===== src/rtl/fir_ctrl_pkg.sv =====
// Shared types, default coefficient set and saturation helper for the
// time-multiplexed FIR MAC sequencer.
package fir_ctrl_pkg;

    typedef enum logic [1:0] {
        IDLE  = 2'd0,
        MAC   = 2'd1,
        DRAIN = 2'd2,
        OUT   = 2'd3
    } state_t;

    localparam int CW_DEFAULT = 16;

    // 16-tap low-pass, unity-ish DC gain (sum 32766)
    localparam logic signed [CW_DEFAULT-1:0] DEFAULT_COEFS [16] = '{
        16'sd311,  16'sd469,  16'sd917,  16'sd1582,
        16'sd2352, 16'sd3091, 16'sd3671, 16'sd3990,
        16'sd3990, 16'sd3671, 16'sd3091, 16'sd2352,
        16'sd1582, 16'sd917,  16'sd469,  16'sd311
    };

    function automatic logic signed [CW_DEFAULT-1:0] default_coef(input int i);
        logic [3:0] idx;
        idx = i[3:0];
        if (i >= 0 && i < 16) return DEFAULT_COEFS[idx];
        return '0;
    endfunction

    function automatic logic signed [63:0] sat(input logic signed [63:0] v, input int w);
        logic signed [63:0] hi;
        logic signed [63:0] lo;
        hi = (64'sd1 <<< (w - 1)) - 64'sd1;
        lo = -hi - 64'sd1;
        if (v > hi) return hi;
        if (v < lo) return lo;
        return v;
    endfunction

endpackage


===== src/rtl/fir_coeff_bank.sv =====
// Double-buffered coefficient store: host writes the shadow bank, and the
// whole bank is copied to the active side only on a sample-accept edge.
module fir_coeff_bank
    import fir_ctrl_pkg::*;
#(
    parameter int N  = 16,
    parameter int CW = CW_DEFAULT
) (
    input  logic                         clk,
    input  logic                         rst,
    input  logic                         coef_wr,
    input  logic [$clog2(N)-1:0]         coef_addr,
    input  logic signed [CW-1:0]         coef_data,
    input  logic                         coef_commit,
    input  logic                         accept,
    input  logic [$clog2(N)-1:0]         tap_idx,
    output logic signed [CW-1:0]         coef,
    output logic                         coef_pending
);

    logic signed [CW-1:0] shadow_q [N];
    logic signed [CW-1:0] active_q [N];
    logic                 swap;

    // A commit arriving with the accept still applies to that sample.
    assign swap = accept && (coef_pending || coef_commit);
    assign coef = active_q[tap_idx];

    always_ff @(posedge clk) begin
        if (rst) begin
            coef_pending <= 1'b0;
            for (int i = 0; i < N; i++) begin
                shadow_q[i] <= CW'(default_coef(i));
                active_q[i] <= CW'(default_coef(i));
            end
        end else begin
            // NOTE: non-blocking copy reads the pre-write shadow, so a same-edge write stays shadow-only.
            if (swap) begin
                for (int i = 0; i < N; i++) active_q[i] <= shadow_q[i];
            end
            if (coef_wr) shadow_q[coef_addr] <= coef_data;
            if (swap)             coef_pending <= 1'b0;
            else if (coef_commit) coef_pending <= 1'b1;
        end
    end

endmodule


===== src/rtl/fir_mac_sequencer.sv =====
// Time-multiplexed FIR: one multiplier and accumulator walk N taps per
// accepted sample, then emit a saturated result.
module fir_mac_sequencer
    import fir_ctrl_pkg::*;
#(
    parameter int N     = 16,
    parameter int WIDTH = 14,
    parameter int CW    = CW_DEFAULT,
    parameter int OUTW  = WIDTH + 16
) (
    input  logic                     clk,
    input  logic                     rst,
    input  logic signed [WIDTH-1:0]  din,
    input  logic                     din_valid,
    output logic                     din_ready,
    output logic signed [OUTW-1:0]   dout,
    output logic                     dout_valid,
    input  logic                     coef_wr,
    input  logic [$clog2(N)-1:0]     coef_addr,
    input  logic signed [CW-1:0]     coef_data,
    input  logic                     coef_commit,
    output logic                     coef_pending,
    output logic                     busy
);

    localparam int TW = $clog2(N);
    localparam int PW = WIDTH + CW;
    localparam int AW = WIDTH + CW + TW;

    state_t                  state_q, state_d;
    logic                    accept;
    logic [TW-1:0]           wptr_q, base_q, tap_q, rd_idx;
    logic signed [WIDTH-1:0] hist_q [N];
    logic signed [WIDTH-1:0] x_tap;
    logic signed [CW-1:0]    coef;
    logic signed [PW-1:0]    prod_q;
    logic signed [AW-1:0]    acc_q;

    fir_coeff_bank #(.N(N), .CW(CW)) u_bank (
        .clk          (clk),
        .rst          (rst),
        .coef_wr      (coef_wr),
        .coef_addr    (coef_addr),
        .coef_data    (coef_data),
        .coef_commit  (coef_commit),
        .accept       (accept),
        .tap_idx      (tap_q),
        .coef         (coef),
        .coef_pending (coef_pending)
    );

    assign din_ready = (state_q == IDLE);
    assign busy      = (state_q != IDLE);
    assign rd_idx    = base_q - tap_q;
    assign x_tap     = hist_q[rd_idx];

    always_ff @(posedge clk) begin
        if (rst) state_q <= IDLE;
        else     state_q <= state_d;
    end

    always_comb begin
        // NOTE: every output of this block gets a default first, so no path can infer a latch.
        state_d = state_q;
        accept  = 1'b0;
        case (state_q)
            IDLE:    if (din_valid) begin
                         accept  = 1'b1;
                         state_d = MAC;
                     end
            MAC:     if (tap_q == TW'(N - 1)) state_d = DRAIN;
            DRAIN:   state_d = OUT;
            OUT:     state_d = IDLE;
            default: state_d = IDLE;
        endcase
    end

    // Product of tap k is registered on one edge and accumulated on the next.
    always_ff @(posedge clk) begin
        if (rst) begin
            wptr_q     <= '0;
            base_q     <= '0;
            tap_q      <= '0;
            prod_q     <= '0;
            acc_q      <= '0;
            dout       <= '0;
            dout_valid <= 1'b0;
            // NOTE: history lives in flops rather than RAM precisely so reset can zero it.
            for (int i = 0; i < N; i++) hist_q[i] <= '0;
        end else begin
            dout_valid <= 1'b0;
            case (state_q)
                IDLE: if (accept) begin
                    hist_q[wptr_q] <= din;
                    base_q         <= wptr_q;
                    wptr_q         <= wptr_q + TW'(1);
                    tap_q          <= '0;
                    prod_q         <= '0;
                    acc_q          <= '0;
                end
                MAC: begin
                    prod_q <= PW'(coef) * PW'(x_tap);
                    acc_q  <= acc_q + AW'(prod_q);
                    tap_q  <= tap_q + TW'(1);
                end
                DRAIN: acc_q <= acc_q + AW'(prod_q);
                OUT: begin
                    dout       <= OUTW'(sat(64'(acc_q), OUTW));
                    dout_valid <= 1'b1;
                end
                default: ;
            endcase
        end
    end

endmodule


===== config.mk =====
export PLATFORM = sky130hd
export DESIGN_NAME = fir_mac_sequencer
export DESIGN_NICKNAME = d
export VERILOG_FILES = /design/src/rtl/fir_ctrl_pkg.sv /design/src/rtl/fir_coeff_bank.sv /design/src/rtl/fir_mac_sequencer.sv
export SDC_FILE = /design/constraint.sdc
export NUM_CORES = 2
export LEC_CHECK = 0
export CELL_PAD_IN_SITES_DETAIL_PLACEMENT = 1
export CELL_PAD_IN_SITES_GLOBAL_PLACEMENT = 1
export CORE_AREA = 2 2 381 232
export CTS_CLUSTER_DIAMETER = 50
export CTS_CLUSTER_SIZE = 40
export DETAILED_ROUTE_END_ITERATION = 6
export DIE_AREA = 0 0 383 234
export PLACE_DENSITY_LB_ADDON = 0.2
export SYNTH_ARGS = -nofsm -noshare
export SYNTH_HDL_FRONTEND = slang
export SYNTH_SLANG_ARGS = --single-unit

===== constraint.sdc =====
create_clock -name clk -period 23.8 [get_ports clk]
set_clock_uncertainty 0.1 [all_clocks]
set_input_delay 5.95 -clock clk [delete_from_list [all_inputs] [get_ports clk]]
set_output_delay 5.95 -clock clk [all_outputs]
set_load 0.03 [all_outputs]

==> impl_metrics.tcl <==
set metrics [dict create \
    outcome "finished, final reports clean" \
    numPortBuffers 72 \
    critical_path_required_ns 24.29 \
    cp_max_fo 56 \
    drv_cap 0 \
    syn_nets 3902 \
    synth.avg_cell_area_sq_um 12.9 \
    firstDrtPassIters 5 \
    worst_pin_slew_ns 1.33 \
    max_slew_margin_pct 9.30 \
    async_flop_share_pct 0 \
    rows 84 \
    endpoint_kind "register" \
    period_needed_ns 9.68 \
    yosysSeqAreaShare_pct 53.8 \
    insertion_delay_ns 0.71 \
    cts_made_buffers 61 \
    slowest_delay_ns 0.64 \
    drtIter0Drc 2364 \
    drc_errors 0 \
    crit_top_cell "inv_1" \
    dieArea_sq_mm 0.0896 \
    num-nets-final 3907 \
    slew_violations 0 \
    multi_input_area_sq_mm 0.0192 \
    antenna_left 0 \
    ys_ff_latch 850 \
    ff_latch_area_sq_mm 0.0244 \
    setup_viol 0 \
    fmax_mhz 103 \
    wire_per_inst_um 24.7 \
    cts_max_level 2 \
    globalplace.congestion 0.864 \
    tns_ns 0 \
    crit_type "register to register" \
    fin_util_pct 57.3 \
    synth_area_sq_mm 0.0453 \
    synth_edf_count 736 \
    grt_max_degree 177 \
    num_vias 27400 \
    ios 73 \
    tritoncts "yes" \
    track_usage_pct 26.9 \
    die_x_um 383 \
    antenna_found_initial 7 \
    clkSlewWorstSetupHoldPaths_ns 0.09 \
    synth_ff_type "edfxtp_1" \
    slowest_stage "buf_4" \
    drt_wl_total_um 117000 \
    grt_pass1_vias 30000 \
    ctsResizeCount 0 \
    syn2layout_area_growth_pct 9.44 \
    ys_types 59 \
    synthCells 3526 \
    post_drt_via_cell_ratio 5.78 \
    core_sq_mm 0.0865 \
    drive_above_1_share_pct 12.1 \
    final-hold-violation-count 0 \
    ys.warnings.count 0 \
    hpwl_um 80900 \
    cp.arrival_ns 10.17 \
    cts_root_buf "clkbuf_16" \
    fin_crit_sh_pct 40.7 \
    grt_pass1_wl_um 182000 \
    grt_overflow_total 0 \
    critPathLaunchType "register" \
    min_path_type "register to register" \
    dieHeight_um 234 \
    clock_path_buffers 3 \
    clock_sinks 850 \
    fillers 8475 \
    initial_core_util_pct 52.4 \
    rsz0062_at_grt "false" \
    post_cts_hold_buffer_count 0 \
    post_cts.repair.setup_buffers 0 \
]
stage by stage:
step / cell area [sq um] / cells / worst slack (ns) / hold WS, ns
2_1_floorplan: 45300 / 3526 / 4.87 / 0.326
3_3_place_gp: 47400 / 4629 / 14.18 / 0.352
3_5_place_dp: 47400 / 4629 / 13.96 / 0.363
4_1_cts: 49600 / 4743 / 14.20 / 0.379
5_1_grt: 49600 / 4744 / 13.56 / 0.393
6_report: 49600 / 4744 / 14.12 / 0.377
final cells by class:
class / count / area share [%]
Antenna cell: 1 / 0.00505
Timing Repair Buffer: 141 / 2.53
Clock buffer: 66 / 3.22
Multi-Input combinational cell: 2200 / 38.8
Sequential cell: 850 / 49.2
Clock inverter: 48 / 1.28
Tap cell: 1161 / 2.93
Inverter: 277 / 2.10
final timing paths:
| check | start | end | slack (ns) | depth (start not counted) |
|---|---|---|---|---|
| worst max-delay path | tap_q[0] | prod_q[26] | 14.12 | 31 |
| worst min register to register | dout[23] | dout[23] | 0.38 | 2 |
| worst min-delay path | dout[23] | dout[23] | 0.38 | 2 |
| worst max register to register | tap_q[0] | prod_q[26] | 14.12 | 31 |
synth_stat cells, types with 4 or more instances:
cell,n,area share [%]
edfxtp_1,736,49
and2_1,491,6.8
inv_1,277,2.3
fa_1,222,9.8
nor2_1,209,1.7
clkbuf_1,172,1.4
nand2b_1,161,2.2
nand2_1,122,1.0
mux4_2,121,6.0
ha_1,115,3.2
dfxtp_1,114,5.0
a21oi_1,108,1.2
nor2b_1,96,1.3
or3_1,77,1.1
or2_2,76,1.0
o21ai_0,72,0.80
xnor2_1,49,0.95
a22oi_1,34,0.56
mux2i_1,30,0.66
mux2_2,29,0.72
a22o_1,22,0.43
a21o_1,19,0.31
nor3_1,19,0.21
buf_2,17,0.19
xor2_1,17,0.33
o21a_1,13,0.22
nand3_1,11,0.12
and3_1,9,0.12
o21ai_1,9,0.099
a211oi_1,8,0.13
buf_1,7,0.058
nand4_1,7,0.097
a31oi_1,6,0.083
o21bai_1,6,0.099
a21boi_0,5,0.083
o211ai_1,4,0.066
state kept, by name (all words and copies together) (netlist names), named ones only:
name / cells
tap_q: 4
base_q: 4
wptr_q: 4
u_bank.shadow_q: 256
dout: 30
acc_q: 34
prod_q: 30
hist_q: 224
u_bank.active_q: 256
u_bank.coef_pending: 1
state_q: 2
dout_valid: 1
per-layer routing:
layer	up-vias	global-route usage (%)	wire length [um]
met2	770	43.7	55000
li1	12100	-	-
met5	-	0.952	121
met3	142	4.86	7790
met1	14400	37.8	52000
met4	2	6.27	2480
critical path, delay by kind of cell (launching register included):
kind            cells  cell delay [ns]
simple gates        2             0.21
fa+ha+maj           9             4.04
xor+xnor            1             0.14
flops               1             0.49
buf+inv             9             1.33
mux                 2             0.71
compound gates      8             2.44
logic make-up after synthesis:
family	Yosys count	synth area share (%)
and+or+nand+nor	1286	15.9
DFF	850	53.8
buffers and inverters	476	4.01
adders and majority gates	337	13.0
AOI/OAI and AO/OA	331	4.65
muxes	180	7.40
xor gates and xnor gates	66	1.28
layout by cell type (no fill, tap or decap), types with 71 or more instances in the layout:
master and instances:
edfxtp_1 736, and2_1 491, inv_1 277, fa_1 221, nor2_1 209, nand2b_1 161
nand2_1 122, mux4_2 121, ha_1 114, dfxtp_1 111, a21oi_1 107, nor2b_1 96
or3_1 77, or2_2 76, clkdlybuf4s50_1 71
Power is not shown: default switching activity piles up to over one toggle a cycle in this logic, so the estimate is an artifact.
